`config.mk`:
```
export PLATFORM = sky130hd
export DESIGN_NAME = seg_scan_display_flat
export DESIGN_NICKNAME = d
export VERILOG_FILES = /design/src/rtl/seg_scan_display_pkg.sv /design/src/rtl/seg_scan_display_if.sv /design/src/rtl/seg_scan_display_hex_to_seg7.sv /design/src/rtl/seg_scan_display.sv /design/src/flat_wrapper.sv
export SDC_FILE = /design/constraint.sdc
export NUM_CORES = 1
export LEC_CHECK = 0
export CORE_MARGIN = 8
export CORE_UTILIZATION = 52
export DETAILED_ROUTE_END_ITERATION = 7
export PLACE_DENSITY = 0.79
export SLEW_MARGIN = 10
export SYNTH_ARGS = -nofsm -noshare
export SYNTH_HDL_FRONTEND = slang
export SYNTH_HIERARCHICAL = 1
export SYNTH_SLANG_ARGS = --single-unit
```
`constraint.sdc`:
```
create_clock -name clk -period 3 [get_ports clk]
set_input_delay 0.6 -clock clk [delete_from_list [all_inputs] [get_ports clk]]
set_output_delay 0.6 -clock clk [all_outputs]
set_load 0.02 [all_outputs]
```
`src/rtl/seg_scan_display_pkg.sv`:
```
// seg_scan_display_pkg
//   Shared constants for the 7-segment scanner: the all-off segment pattern,
//   the decimal-point bit position and the leading-zero mask helper.
//   The optional leading-zero feature is LEADING_ZERO_SUPPRESS_EN; the helper
//   is always present but only referenced when that macro is defined.
package seg_scan_display_pkg;

    localparam logic [7:0] SEG_OFF = 8'hFF;
    localparam int         DP_BIT  = 7;

    // Bit i set when digit i (i >= 1) is a leading zero, i.e. it and every
    // nibble above it are zero. Digit 0 is never marked.
    function automatic logic [15:0] lz_mask(input logic [63:0] word, input int digits);
        logic [15:0] m;
        logic        seen;
        m    = '0;
        seen = 1'b0;
        for (int i = 15; i >= 1; i--) begin
            if (i < digits) begin
                if (word[4*i +: 4] != 4'h0) seen = 1'b1;
                m[i] = ~seen;
            end
        end
        return m;
    endfunction

endpackage

```
`src/rtl/seg_scan_display_if.sv`:
```
// seg_scan_display_if
//   Bundles the display data/control inputs and the LED pin outputs.
//   slave  : the scanner (consumes i_*, drives o_*)
//   master : the driving logic (drives i_*, observes o_*)
interface seg_scan_display_if #(parameter int DIGITS = 4);

    logic [4*DIGITS-1:0] i_data_in;
    logic                i_load;
    logic                i_pause;
    logic [DIGITS-1:0]   i_blank_mask;
    logic [DIGITS-1:0]   i_dp_mask;
    logic [DIGITS-1:0]   o_led_id;
    logic [7:0]          o_out_led;
    logic                o_frame_done;

    modport slave (
        input  i_data_in, i_load, i_pause, i_blank_mask, i_dp_mask,
        output o_led_id, o_out_led, o_frame_done
    );

    modport master (
        output i_data_in, i_load, i_pause, i_blank_mask, i_dp_mask,
        input  o_led_id, o_out_led, o_frame_done
    );

endinterface

```
`src/rtl/seg_scan_display_hex_to_seg7.sv`:
```
// hex_to_seg7
//   Combinational hex nibble to active-low 7-segment code ([6:0] = g..a).
//   i_nibble : 4-bit hex value
//   o_seg    : segment pattern, 0 = segment lit
module hex_to_seg7 (
    input  logic [3:0] i_nibble,
    output logic [6:0] o_seg
);

    always_comb begin
        o_seg = 7'h7F;
        case (i_nibble)
            4'h0: o_seg = 7'h40;
            4'h1: o_seg = 7'h79;
            4'h2: o_seg = 7'h24;
            4'h3: o_seg = 7'h30;
            4'h4: o_seg = 7'h19;
            4'h5: o_seg = 7'h12;
            4'h6: o_seg = 7'h02;
            4'h7: o_seg = 7'h78;
            4'h8: o_seg = 7'h00;
            4'h9: o_seg = 7'h10;
            4'hA: o_seg = 7'h08;
            4'hB: o_seg = 7'h03;
            4'hC: o_seg = 7'h46;
            4'hD: o_seg = 7'h21;
            4'hE: o_seg = 7'h06;
            4'hF: o_seg = 7'h0E;
            default: o_seg = 7'h7F;
        endcase
    end

endmodule

```
`src/rtl/seg_scan_display.sv`:
```
// seg_scan_display
//   Multiplexed DIGITS-digit hex scanner with double-buffered data, per-digit
//   dwell of PRESCALE clocks, pause freeze, blanking and decimal points.
//   clk   : system clock (rising edge)
//   rst_n : synchronous active-low reset
//   bus   : seg_scan_display_if.slave (data/load/pause/masks in,
//           led_id/out_led/frame_done out, all active-low LED pins)
//   Optional: define LEADING_ZERO_SUPPRESS_EN to blank leading zero digits.
module seg_scan_display
    import seg_scan_display_pkg::*;
#(
    parameter int DIGITS   = 4,
    parameter int PRESCALE = 1
) (
    input  logic                clk,
    input  logic                rst_n,
    seg_scan_display_if.slave   bus
);

    localparam int CNT_W = (PRESCALE > 1) ? $clog2(PRESCALE) : 1;
    localparam int IDX_W = (DIGITS > 1) ? $clog2(DIGITS) : 1;

    logic [CNT_W-1:0]    r_cnt;
    logic [IDX_W-1:0]    r_idx;
    logic [4*DIGITS-1:0] r_active;
    logic [4*DIGITS-1:0] r_pending;
    logic                r_pend_flag;
    logic                r_wrap_d;
    logic [DIGITS-1:0]   r_led_id;
    logic [7:0]          r_out_led;
    logic                r_frame_done;

    logic                w_dwell_end;
    logic                w_frame_wrap;
    logic                w_commit;
    logic [4*DIGITS-1:0] w_active_nxt;
    logic [IDX_W+1:0]    w_bit_base;
    logic [3:0]          w_nib;
    logic [6:0]          w_seg;
    logic [DIGITS-1:0]   w_lz_cur;
    logic [7:0]          w_seg_out;

    assign w_dwell_end  = (r_cnt == CNT_W'(PRESCALE - 1));
    assign w_frame_wrap = ~bus.i_pause & w_dwell_end & (r_idx == IDX_W'(DIGITS - 1));
    // A load coinciding with the wrap bypasses the pending buffer.
    assign w_commit     = w_frame_wrap & (bus.i_load | r_pend_flag);
    assign w_active_nxt = bus.i_load ? bus.i_data_in : r_pending;

    assign w_bit_base = {r_idx, 2'b00};
    assign w_nib      = r_active[w_bit_base +: 4];

    hex_to_seg7 u_hex (
        .i_nibble (w_nib),
        .o_seg    (w_seg)
    );

`ifdef LEADING_ZERO_SUPPRESS_EN
    localparam logic [15:0] LZ_RST = lz_mask(64'd0, DIGITS);
    logic [DIGITS-1:0] r_lz_mask;
    logic [15:0]       w_lz_full;

    // Mask follows active, so it is only re-evaluated on a commit.
    assign w_lz_full = lz_mask(64'(w_active_nxt), DIGITS);
    assign w_lz_cur  = r_lz_mask;

    always_ff @(posedge clk) begin
        if (!rst_n) begin
            r_lz_mask <= LZ_RST[DIGITS-1:0];
        end else if (w_commit) begin
            r_lz_mask <= w_lz_full[DIGITS-1:0];
        end
    end
`else
    assign w_lz_cur = '0;
`endif

    always_comb begin
        w_seg_out = {~bus.i_dp_mask[r_idx], w_seg};
        if (bus.i_blank_mask[r_idx]) begin
            w_seg_out = SEG_OFF;
        end else if (w_lz_cur[r_idx]) begin
            w_seg_out = {~bus.i_dp_mask[r_idx], 7'h7F};
        end
    end

    always_ff @(posedge clk) begin
        if (!rst_n) begin
            r_cnt        <= '0;
            r_idx        <= '0;
            r_active     <= '0;
            r_pending    <= '0;
            r_pend_flag  <= 1'b0;
            r_wrap_d     <= 1'b0;
            r_led_id     <= '1;
            r_out_led    <= SEG_OFF;
            r_frame_done <= 1'b0;
        end else begin
            if (bus.i_load) r_pending <= bus.i_data_in;
            if (w_frame_wrap)    r_pend_flag <= 1'b0;
            else if (bus.i_load) r_pend_flag <= 1'b1;
            if (w_commit) r_active <= w_active_nxt;

            if (!bus.i_pause) begin
                if (w_dwell_end) begin
                    r_cnt <= '0;
                    r_idx <= (r_idx == IDX_W'(DIGITS - 1)) ? '0 : r_idx + 1'b1;
                end else begin
                    r_cnt <= r_cnt + 1'b1;
                end
                r_led_id     <= ~(DIGITS'(1) << r_idx);
                r_out_led    <= w_seg_out;
                // Delayed one scan step so the pulse lands with digit 0's select.
                r_wrap_d     <= w_frame_wrap;
                r_frame_done <= r_wrap_d;
            end else begin
                r_frame_done <= 1'b0;
            end
        end
    end

    assign bus.o_led_id     = r_led_id;
    assign bus.o_out_led    = r_out_led;
    assign bus.o_frame_done = r_frame_done;

endmodule
```
`src/flat_wrapper.sv`:
```
// flat-port wrapper written by rule: the top's interface ports become plain ports
module seg_scan_display_flat import seg_scan_display_pkg::*;
#(
    parameter int DIGITS   = 4,
    parameter int PRESCALE = 1
)
  (clk, rst_n, bus_i_data_in, bus_i_load, bus_i_pause, bus_i_blank_mask, bus_i_dp_mask, bus_o_led_id, bus_o_out_led, bus_o_frame_done);
  seg_scan_display_if #(.DIGITS(DIGITS)) bus_i ();
  input  logic clk;
  input  logic rst_n;
  input wire logic [$bits(bus_i.i_data_in)-1:0] bus_i_data_in;
  input wire logic [$bits(bus_i.i_load)-1:0] bus_i_load;
  input wire logic [$bits(bus_i.i_pause)-1:0] bus_i_pause;
  input wire logic [$bits(bus_i.i_blank_mask)-1:0] bus_i_blank_mask;
  input wire logic [$bits(bus_i.i_dp_mask)-1:0] bus_i_dp_mask;
  output wire logic [$bits(bus_i.o_led_id)-1:0] bus_o_led_id;
  output wire logic [$bits(bus_i.o_out_led)-1:0] bus_o_out_led;
  output wire logic [$bits(bus_i.o_frame_done)-1:0] bus_o_frame_done;
  assign bus_i.i_data_in = bus_i_data_in;
  assign bus_i.i_load = bus_i_load;
  assign bus_i.i_pause = bus_i_pause;
  assign bus_i.i_blank_mask = bus_i_blank_mask;
  assign bus_i.i_dp_mask = bus_i_dp_mask;
  assign bus_o_led_id = bus_i.o_led_id;
  assign bus_o_out_led = bus_i.o_out_led;
  assign bus_o_frame_done = bus_i.o_frame_done;
  seg_scan_display #(.DIGITS(DIGITS), .PRESCALE(PRESCALE)) u_core (.clk(clk), .rst_n(rst_n), .bus(bus_i));
endmodule
```
# Word-level counts from Yosys, hierarchy flattened

Memory sizes are Yosys's and may differ from the RTL's.
Cells that the tools add are included.

Flip-flop bits (word level): 50
Bits in read-only memories: 112
Input port bits: 28
Logic and storage cells: 39
Memories: 1

Add/sub/neg operators: 2
Magnitude comparators: 1
Equality and inequality tests: 1
Shift-type cells: 2
Mux-type cells: 11
Bitwise gates (word level): 9
Reductions and logical operators: 3

Memory list:

| memory           | words | bits a word | read ports | clocked after Yosys merged registers in | wr ports | line                               | source |
|---|---|---|---|---|---|---|---|
| (name not given) | 16    | 7           | 1          | 0                                       | 0        | seg_scan_display_hex_to_seg7.sv:12 | `case (i_nibble)` |

Operators by type and width:

| cell                                               | count |
|---|---|
| two-way mux 16 bit                                 | 1 |
| variable part select 16 x 5 -> 4 bit               | 1 |
| two-way mux 8 bit                                  | 1 |
| two-way mux 7 bit                                  | 1 |
| binary-select mux 1 bit (select 2 bit)             | 3 |
| two-way mux 1 bit                                  | 4 |
| NOT 1 bit                                          | 4 |
| NOT 4 bit                                          | 1 |
| OR reduction 2 bit                                 | 2 |
| << shifter 1 x 2 -> 4 bit, first input constant    | 1 |
| AND 1 bit                                          | 3 |
| < comparator 2 x 3 -> 1 bit, second input constant | 1 |
| adder 2 x 1 -> 2 bit, second input constant        | 1 |
| == test 2 bit, second input constant               | 1 |
| two-way mux 2 bit                                  | 1 |
| AND reduction 2 bit                                | 1 |
| adder 1 bit, second input constant                 | 1 |
| bitwise OR 1 bit                                   | 1 |

# Logic depth before layout (Yosys ltp)

Gate-level depths: netlist of the first run.

Word-level depth: 4
Depth in mapped cells: 9

# Modules after synthesis

Netlist of the first run, hierarchy kept.

By module, submodules not included:

| module           | instances | cells each | area each (sq um) |
|---|---|---|---|
| seg_scan_display | 1         | 192        | 2058.2 |
| hex_to_seg7      | 1         | 32         | 275.3 |

# Worst setup path before layout of the first run

No wires, ideal clock.

Path type: register -> register
From: register u_core.r_idx[0]
To: register u_core.r_out_led[0], in the netlist u_core/bus.o_out_led[0]
Setup time: 0.074 ns
Arrival time: 2.281 ns
Required time: 2.926 ns
Slack: 0.644 ns
Cell stages (with the launch flop): 10
Path buffers: 1
Period minus slack after synthesis: 2.356 ns
Cell sequence: dfxtp_1 -> buf_2 -> mux4_2 -> inv_1 -> ha_1 -> and2b_2 -> or3b_1 -> o21ai_0 -> nor3_1 -> o21ai_0

Word-level cells in the longest chain between the ends: 4

Ends and longest elaborated chain:

| what                                 | line                    | source |
|---|---|---|
| start, declared                      | seg_scan_display.sv:24  | `logic [IDX_W-1:0] r_idx;` |
| start signal, assigned               | seg_scan_display.sv:106 | `r_idx <= (r_idx == IDX_W'(DIGITS - 1)) ? '0 : r_idx + 1'b1;` |
| variable part select 16 x 5 -> 4 bit | seg_scan_display.sv:50  | `assign w_nib = r_active[w_bit_base +: 4];` |
| via u_core.w_nib[1]                  | seg_scan_display.sv:38  | `logic [3:0] w_nib;` |
| memory read (16 x 7 bit)             | -                       |  |
| via u_core.w_seg[0]                  | seg_scan_display.sv:39  | `logic [6:0] w_seg;` |
| two-way mux 7 bit                    | seg_scan_display.sv:81  | `end else if (w_lz_cur[r_idx]) begin` |
| two-way mux 8 bit                    | seg_scan_display.sv:79  | `if (bus.i_blank_mask[r_idx]) begin` |
| end signal, assigned                 | seg_scan_display.sv:111 | `r_out_led <= w_seg_out;` |
| end, declared                        | seg_scan_display.sv:30  | `logic [7:0] r_out_led;` |

The timed path passes the listed nets, and every way through them passes these cells. The select of a mux whose other input is x is not followed.
A chain may end at the register's enable or synchronous reset.

# Final worst setup path of the first run

Same ends and word-level chain as after synthesis.

==> summary.txt, run 1 <==
Run status
  – Outcome: finished clean

Power and ir drop
  – Tot Pwr: 1.24 mW
  – Comb power frac: 0.141
  – VDD IR-drop max: 0.260 mV
  – Sw Share: 0.246
  – Clock group share of total power: 0.301
  – PD cells: 443 nW/um^2
  – Pleak: 1.27 nW
  – P_sw: 306 uW
  – Reg power frac: 0.558
  – Internal Power: 935 uW

Yosys
  – Post-Syn Area: 2330 sq um
  – Post-synth EDFFs: 0
  – Count leader, synth: dfxtp_1
  – FFs w/ async S/R, synth: 0
  – Synth cell types: 29
  – Register area share after synthesis: 0.420
  – Top-area cell type share of the netlist area: 0.420
  – Leading area contributor after synthesis: dfxtp_1
  – Syn_area_per_cell: 10.4 sq um
  – Synth warn: 6
  – Dominant synthesized flop cell: dfxtp_1
  – Top post-synthesis cells by area: dfxtp_1 42%, mux2i_1 10%, nor2b_1 7.5%
  – Top cells by count, synth: 49 x dfxtp_1, 28 x nor2b_1, 24 x mux2i_1
  – Syn_nets: 263
  – Gate Count Post-Synth: 224
  – Synthesis-stage register bit count: 49

Die
  – Die Ht: 83.0 um
  – Die Area: 6890 sq um
  – Initial Util: 0.536
  – Num ports: 41
  – Die width: 83.0 um
  – Total core area: 4350 sq um
  – FP Rows: 24

Cells and area
  – Multi-input logic area: 1200 sq um
  – Layout fillers: 359
  – # nets final: 295
  – FF/Latch Area: 981 sq um
  – Layout Area Growth over Synthesis: 20.1%
  – Antenna diode instance count: 0
  – Finished Core Util: 0.644
  – Share of layout cells above drive strength 1: 0.0820

Global routing
  – First-pass GRT wire length: 7720 um
  – Gr usage total: 0.130
  – Largest net degree at the start of global routing: 50
  – Number of antenna violations at the first check in global routing: 0
  – Total grt overflow: 0
  – Vias in the first global route: 1721

STA
  – Setup WS post-layout: 694 ps
  – Final Skew: 7.48 ps
  – Max Clock Freq: 0.434 GHz
  – Slew @ Worst Pin: 572 ps
  – Minimum clock period: 2310 ps
  – Setup TNS: 0 ps
  – Final setup vio count: 0
  – Period utilisation layout: 0.769
  – RSZ-0062 raised after global routing: false
  – Slew Viols, Final: 0
  – Worst relative slew slack: 0.618
  – Final hold violation count: 0
  – Fin Hold WS: 437 ps

Critical path
  – Crit path required time: 3230 ps
  – Critical Path Start Type: flip-flop
  – Crit. End Element: flip-flop
  – Worst reg-to-reg setup slack: 690 ps
  – Crit path max fanout: 5
  – Crit Path Class: reg -> reg
  – WP data arrival: 2540 ps

Clock network
  – CTS Buffer Depth: 2
  – CTS Buf Count: 5
  – CTS tree: built
  – Post-CTS Setup Bufs: 0
  – CTS resizes: 0
  – Clock-pin slew on the worst setup and hold paths: 90 ps
  – H-Tree Depth: 2
  – Clock latency on the worst-skew pair: 300 ps
  – Clock sink count: 49
  – Root Buffer: clkbuf_8
  – Hold_buf cts: 0

Min path
  – Worst hold-check path type: reg -> reg

Route
  – Initial DRC Count: 73
  – Detailed Routing Iterations Pass 1: 4
  – Wire per inst: 13.9 um
  – Drt total wl: 4270 um
  – Antenna Violating Nets Remaining: 0
  – Total number of vias: 1666
  – Remaining DRCs: 0
  – Via density: 5.41

Run
  – MaxCap Viol Count: 0

Placement
  – Gp weighted congestion: 0.827
  – Dpl ws: 691 ps
  – # port buffers: 40
  – Dpl hpwl: 3150 um
==> final timing paths <==
kind                    from                 endpoint  depth (start not counted)
min reg2reg  u_core/r_wrap_d  u_core/bus.o_frame_done                          2
max          u_core/r_idx[0]  u_core/bus.o_out_led[0]                          8
max reg2reg  u_core/r_idx[0]  u_core/bus.o_out_led[0]                          8
min          u_core/r_wrap_d  u_core/bus.o_frame_done                          2
==> sequential cells by signal, summed over array words and instances, names as in the netlist <==
name / count
u_core/r_active: 16
u_core/r_pend_flag: 1
u_core/bus.o_frame_done: 1
u_core/r_idx: 2
u_core/bus.o_led_id: 4
u_core/r_pending: 16
u_core/bus.o_out_led: 8
u_core/r_wrap_d: 1
==> critical path, stage by stage (launching register included) <==
cell and delay (ps):
dfxtp_1 440, mux4_2 590, inv_1 170, ha_1 190
and2b_2 220, or3b_1 360, o21ai_0 80, nor3_1 60
o21ai_0 130
==> cell usage in the layout (no fill, tap or decap), types with 2 or more instances in the layout <==
cell and count:
nand3_1 16, o211a_1 16, inv_1 8, clkbuf_8 5, nor2_1 6, o21ai_0 11
buf_4 5, dfxtp_1 49, nand2_1 6, a22o_1 2, a21oi_1 2, mux4_2 6
clkdlybuf4s50_1 40, nor2b_1 28, mux2i_1 24, ha_1 11, nor3_1 8
==> final cells by class <==
class / count / area share
Clock inverter: 2 / 0.00580
Tap cell: 52 / 0.0232
Inverter: 8 / 0.0107
Sequential cell: 49 / 0.350
Multi-Input combinational cell: 147 / 0.429
Timing Repair Buffer: 45 / 0.156
Clock buffer: 5 / 0.0246
==> metrics by stage <==
step / std cells / area, sq um
CTS: 308 / 2800
global placement: 301 / 2720
finish: 308 / 2800
detailed placement: 301 / 2720
global route: 308 / 2800
floorplan: 224 / 2330
==> cell families after synthesis <==
family                     after synthesis  synth area share
and+or+nand+nor                         71             0.168
DFF                                     49             0.420
muxes                                   32             0.177
AOI/OAI and AO/OA                       33             0.112
adders and majority gates               11            0.0590
buffers and inverters                   28            0.0638
==> layer usage <==
layer,part of all wire,GRT usage
met5,0,0
met4,0.013,0.0463
met3,0.050,0.0449
met2,0.45,0.208
met1,0.49,0.157
==> power by group through the flow <==
stage	clock network [mW]	registers [mW]	logic [mW]
floorplan	0	0.714	0.100
global placement	0	0.706	0.175
detailed placement	0	0.708	0.177
CTS	0.393	0.692	0.178
global route	0.416	0.696	0.193
finish	0.374	0.692	0.175
No activity file was read; power rests on OpenSTA's default activity.
==> run 2: changes to the inputs <==
Clock period 3 ns to 2.39 ns, I/O delays scaled along.
==> run 2 against run 1 <==
  * Final area grew 1.0%
  * Die area is the same
  * Setup slack lost 560 ps
  * Clock power grew 29%
  * First-iteration DRC count shrank 19%
==> summary.txt, run 2 (synthesis results as in run 1) <==
Run status
  – Outcome: finished clean

Die
  – FP Rows: 24 (unchanged)
  – Die width: 83.0 um (unchanged)
  – Initial Util: 0.536 (unchanged)
  – Num ports: 41 (unchanged)
  – Total core area: 4350 sq um (unchanged)
  – Die Ht: 83.0 um (unchanged)
  – Die Area: 6890 sq um (unchanged)

Clock network
  – CTS tree: built
  – Hold_buf cts: 0 (unchanged)
  – Post-CTS Setup Bufs: 0 (unchanged)
  – CTS resizes: 0 (unchanged)
  – CTS Buf Count: 5 (unchanged)
  – CTS Buffer Depth: 2 (unchanged)
  – Clock sink count: 49 (unchanged)
  – Clock-pin slew on the worst setup and hold paths: 80 ps (about the same)
  – Root Buffer: clkbuf_8
  – Clock latency on the worst-skew pair: 300 ps (about the same)
  – H-Tree Depth: 2 (unchanged)

STA
  – Final Skew: 3.12 ps (-4.35 ps)
  – Minimum clock period: 2260 ps (-48.1 ps)
  – Max Clock Freq: 0.443 GHz (+2.1%)
  – RSZ-0062 raised after global routing: false
  – Fin Hold WS: 434 ps (-2.96 ps)
  – Final setup vio count: 0 (unchanged)
  – Final hold violation count: 0 (unchanged)
  – Setup TNS: 0 ps (unchanged)
  – Setup WS post-layout: 132 ps (-562 ps)
  – Period utilisation layout: 0.945 (+0.176)
  – Slew Viols, Final: 0 (unchanged)
  – Worst relative slew slack: 0.723 (+0.105)
  – Slew @ Worst Pin: 416 ps (-156 ps)

Cells and area
  – Most common cell after layout, fill and taps aside: dfxtp_1
  – Most frequent cells in the layout: 48 x dfxtp_1, 40 x clkdlybuf4s50_1, 28 x nor2b_1
  – Antenna diode instance count: 0 (unchanged)
  – Layout Area Growth over Synthesis: 21.3%
  – # nets final: 298 (+1.0%)
  – Share of layout cells above drive strength 1: 0.0965 (+0.0145)
  – Post-route cell area: 2830 sq um (+1.0%)

Global routing
  – Gr usage total: 0.131 (+0.000647)
  – Largest net degree at the start of global routing: 50 (unchanged)
  – First-pass GRT wire length: 7790 um (+0.89%)
  – Number of antenna violations at the first check in global routing: 0 (unchanged)
  – Vias in the first global route: 1710 (-0.64%)
  – Total grt overflow: 0 (unchanged)

Critical path
  – CP bufs+invs: 1 (unchanged)
  – Crit path required time: 2620 ps (-610 ps)
  – Most used cell along the critical path: o21ai_0
  – WP data arrival: 2480 ps (-60 ps)
  – Slowest cell on the critical path: mux4_2
  – Crit. End Element: flip-flop
  – Worst reg-to-reg setup slack: 130 ps (-560 ps)
  – R2R cell count: 8 (unchanged)
  – Crit Path Class: reg -> reg
  – Crit path max fanout: 5 (unchanged)
  – CP cell instances: mux4_2 > inv_1 > ha_1 > and2b_2 > or3b_1 > o21ai_0 > nor3_1 > o21ai_0
  – Top Family by Delay on Critical Path: simple AND/OR/NAND/NOR gates
  – Critical Path Start Type: flip-flop
  – R2r endpoint: u_core/bus.o_out_led[0]
  – CP peak stage delay: 580 ps (about the same)
  – Reg2Reg Launch Point: u_core/r_idx[0]

Route
  – Total number of vias: 1671 (+0.30%)
  – Remaining DRCs: 0 (unchanged)
  – Drt total wl: 4310 um (+1.1%)
  – Antenna Violating Nets Remaining: 0 (unchanged)
  – Wire per inst: 13.9 um (about the same)
  – Initial DRC Count: 59 (-19%)
  – Detailed Routing Iterations Pass 1: 6 (+2)
  – Via density: 5.37 (-0.67%)

Min path
  – Worst hold-check path type: reg -> reg
  – Worst Hold Depth: 2 (unchanged)
  – Worst hold start: u_core/r_wrap_d
  – Min-Delay Endpoint: u_core/bus.o_frame_done

Placement
  – # port buffers: 40 (unchanged)
  – Dpl ws: 67.6 ps (-623 ps)
  – Gp weighted congestion: 0.811 (-2.0%)
  – Cell area after placement: 2740 sq um (+0.83%)
  – Dpl hpwl: 3170 um (+0.56%)

Run
  – MaxCap Viol Count: 0 (unchanged)

Power and ir drop
  – PD cells: 557 nW/um^2 (+26%)
  – Pleak: 1.29 nW (+1.4%)
  – VDD IR-drop max: 0.498 mV (+91%)
[run 2: changes by cell type in the layout (fill, tap and decap cells not counted), sizes merged]
cell    change
buf         +3
clkbuf      +1
clkinv      -1
[run 2: how the worst max path moves through the flow]
stage / from / slack (ps) / end / cells past startpoint
after detailed placement: u_core/r_idx[0] / 70 / u_core/bus.o_out_led[0] / 8
final: u_core/r_idx[0] / 130 / u_core/bus.o_out_led[0] / 8
after CTS: u_core/r_idx[0] / 50 / u_core/bus.o_out_led[0] / 8
after floorplan: u_core/r_idx[0] / 30 / u_core/bus.o_out_led[0] / 9
after global routing: u_core/r_idx[0] / 4 / u_core/bus.o_out_led[0] / 8
after global placement: u_core/r_idx[0] / 170 / u_core/bus.o_out_led[0] / 8
[run 2: cell type report]
cell class | count | area, sq um
well taps | 52 | 65.1
inverters | 8 | 30.0
flip-flops and latches | 49 | 982
fillers | 380 | 1520
clock inverters | 1 | 7.51
repair buffers | 48 | 460
clock buffers | 6 | 82.6
multi-input cells | 147 | 1200
[run 2: tightest hold or removal path, cell delays in order (launching register included)]
cell	delay, ps
dfxtp_1	320
nand2_1	50
nor2_1	30
[run 2: where the power goes]
| part | leakage, nW | internal [mW] | switching [mW] | total [mW] |
|---|---|---|---|---|
| clock | 0.0433 | 0.229 | 0.254 | 0.483 |
| sequential | 0.401 | 0.851 | 0.0154 | 0.866 |
| combinational | 0.848 | 0.125 | 0.103 | 0.228 |
[run 2: metrics by stage]
stage	total power, mW	std cells	utilization
CTS	1.59	311	0.650
detailed placement	1.11	304	0.629
global placement	1.11	304	0.629
floorplan	1.02	224	-
global route	1.66	311	0.650
finish	1.58	311	0.650
[run 2: layer usage]
metal  wire, um  up-vias  track usage
li1           -      847            -
met1       2100      784        0.162
met2       2010       36        0.204
met3        180        4       0.0449
met4         24        0       0.0479
met5          0        -            0
==> run 3: changes to the inputs <==
Settings changed: ABC_AREA from default to 0, CORE_MARGIN 8 to default.
==> run 3 against run 2 <==
  * Via count increased by 2.5%
  * Final area increased by 1.5%
  * Clock-buffer cell count increased by 1
  * Global-route usage increased by 7.9 points
  * First-iteration DRC count decreased by 8.5%
  * Largest power group unchanged
  * Highest routed layer unchanged
==> summary.txt, run 3 (synthesis results as in run 1) <==
STA
  – Worst relative slew slack: 0.678 (-0.0444)
  – RSZ-0062 raised after global routing: false
  – Slew Viols, Final: 0 (unchanged)
  – Setup WS post-layout: 179 ps (+46.7 ps)
  – Final hold violation count: 0 (unchanged)
  – Final Skew: 5.37 ps (+2.25 ps)
  – Period utilisation layout: 0.925 (-0.0195)
  – Final setup vio count: 0 (unchanged)
  – Setup TNS: 0 ps (unchanged)
  – Slew @ Worst Pin: 482 ps (+66.5 ps)
  – Minimum clock period: 2210 ps (-46.7 ps)
  – Max Clock Freq: 0.452 GHz (+2.1%)

Critical path
  – CP cell instances: mux4_2 > buf_4 > ha_1 > mux4_1 > nor3_1 > o21ai_0
  – R2R cell count: 6 (-2)
  – Crit path max fanout: 5 (unchanged)
  – Slowest cell on the critical path: mux4_2
  – Worst reg-to-reg setup slack: 180 ps (+50 ps)
  – Critical Path Start Type: flip-flop
  – R2r endpoint: u_core/bus.o_out_led[3]
  – WP data arrival: 2370 ps (-110 ps)
  – Crit path required time: 2550 ps (-70 ps)
  – Crit Path Class: reg -> reg
  – Crit. End Element: flip-flop
  – Reg2Reg Launch Point: u_core/r_idx[0]
  – CP peak stage delay: 550 ps (-30 ps)

Clock network
  – Clock sink count: 49 (unchanged)
  – Clock latency on the worst-skew pair: 300 ps (about the same)
  – CTS tree: built
  – Clock-pin slew on the worst setup and hold paths: 90 ps (about the same)
  – H-Tree Depth: 2 (unchanged)
  – CTS Buffer Depth: 2 (unchanged)
  – Root Buffer: clkbuf_8
  – CTS Buf Count: 5 (unchanged)

Route
  – Initial DRC Count: 54 (-8.5%)
  – Detailed Routing Iterations Pass 1: 4 (-2)
  – Via density: 5.45 (+1.5%)
  – Antenna Violating Nets Remaining: 0 (unchanged)
  – Wire per inst: 13.6 um (-1.6%)
  – Total number of vias: 1712 (+2.5%)
  – Remaining DRCs: 0 (unchanged)
  – Drt total wl: 4280 um (-0.70%)

Global routing
  – Gr usage total: 0.209 (+0.0786)
  – Number of antenna violations at the first check in global routing: 0 (unchanged)
  – Vias in the first global route: 1670 (-2.3%)
  – Total grt overflow: 0 (unchanged)
  – First-pass GRT wire length: 7380 um (-5.3%)
  – Largest net degree at the start of global routing: 50 (unchanged)

Die
  – FP Rows: 23 (-4.2%)
  – Total core area: 4140 sq um (-4.8%)
  – Die Area: 4760 sq um (-31%)
  – Die width: 69.0 um (-17%)
  – Initial Util: 0.563 (+0.0272)
  – Die Ht: 69.0 um (-17%)
  – Num ports: 41 (unchanged)

Min path
  – Worst hold start: u_core/r_wrap_d
  – Min-Delay Endpoint: u_core/bus.o_frame_done
  – Worst Hold Depth: 2 (unchanged)
  – Worst hold-check path type: reg -> reg

Cells and area
  – Layout fillers: 358 (-5.8%)
  – Non-Filler Instances: 314 (+0.96%)
  – Share of layout cells above drive strength 1: 0.114 (+0.0171)
  – Multi-input logic area: 1200 sq um (unchanged)
  – Most common cell after layout, fill and taps aside: dfxtp_1
  – Antenna diode instance count: 0 (unchanged)
  – # nets final: 302 (+1.3%)
  – Most frequent cells in the layout: 48 x dfxtp_1, 40 x clkdlybuf4s50_1, 28 x nor2b_1
  – Layout Area Growth over Synthesis: 23.1%
  – FF/Latch Area: 985 sq um (+0.25%)

Placement
  – Inst Count DP: 303 (-0.33%)
  – # port buffers: 40 (unchanged)
  – Dpl hpwl: 3020 um (-4.6%)
  – Dpl ws: 5.72 ps (-61.9 ps)
  – Gp weighted congestion: 0.808 (-0.33%)

Run status
  – Outcome: finished clean

Run
  – MaxCap Viol Count: 0 (unchanged)

Power and ir drop
  – Pleak: 1.32 nW (+2.5%)
  – PD cells: 563 nW/um^2 (+1.2%)
  – VDD IR-drop max: 0.428 mV (-14%)
==> run 3: changes by cell type in the layout (fill, tap and decap cells not counted), sizes merged <==
cell	delta
buf	+4
clkbuf	+1
clkinv	+1
clkinvlp	-1
==> run 3: repair_timing <==
action | 4_1_cts | 5_1_grt
hold buffers | 0 | 0
gates resized for setup | 0 | 2
setup buffers | 0 | 3
endpoints found under the setup margin | 0 | 3
==> run 3: how the worst max path moves through the flow <==
stage	from	end	cells after the start
final	u_core/r_idx[0]	u_core/bus.o_out_led[3]	6
after global routing	u_core/r_idx[0]	u_core/bus.o_out_led[0]	8
after CTS	u_core/r_idx[0]	u_core/bus.o_out_led[3]	7
after detailed placement	u_core/r_idx[0]	u_core/bus.o_out_led[3]	7
after global placement	u_core/r_idx[0]	u_core/bus.o_out_led[3]	7
after floorplan	u_core/r_idx[0]	u_core/bus.o_out_led[0]	9
==> run 3: critical path, delay by kind of cell (launching register included) <==
kind | cells | cell delay (ps)
and+or+nand+nor | 1 | 180
DFF | 1 | 390
muxes | 2 | 1050
buffers and inverters | 1 | 170
AOI/OAI and AO/OA | 1 | 100
adders and majority gates | 1 | 180
==> run 3: per-layer routing <==
layer / part of all wire / wire length [um] / vias to the layer above / global-route usage
met5: 0 / 0 / - / 0
li1: - / - / 860 / -
met1: 0.46 / 1980 / 809 / 0.247
met3: 0.048 / 206 / 5 / 0.0461
met4: 0.0091 / 39 / 0 / 0.0536
met2: 0.48 / 2060 / 38 / 0.379
==> run 3: metrics by stage <==
step | hold slack, ps | cell area, sq um | power (mW) | util
2_1_floorplan | 410 | 2330 | 1.02 | -
3_3_place_gp | 417 | 2750 | 1.11 | 0.662
3_5_place_dp | 424 | 2750 | 1.12 | 0.662
4_1_cts | 437 | 2850 | 1.64 | 0.687
5_1_grt | 462 | 2870 | 1.69 | 0.693
6_report | 439 | 2870 | 1.62 | 0.693
==> run 3: cell type report <==
class | count | area share
Timing Repair Buffer | 52 | 0.171
Tap cell | 50 | 0.0218
Clock inverter | 1 | 0.00174
Clock buffer | 7 | 0.0335
Sequential cell | 49 | 0.343
Multi-Input combinational cell | 147 | 0.419
Inverter | 8 | 0.0105
==> run 3: where the power goes <==
part | total, mW | internal (mW) | switching, mW
Combinational | 0.229 | 0.126 | 0.103
Sequential | 0.867 | 0.850 | 0.0167
Clock | 0.522 | 0.262 | 0.260
Total | 1.62 | 1.24 | 0.380
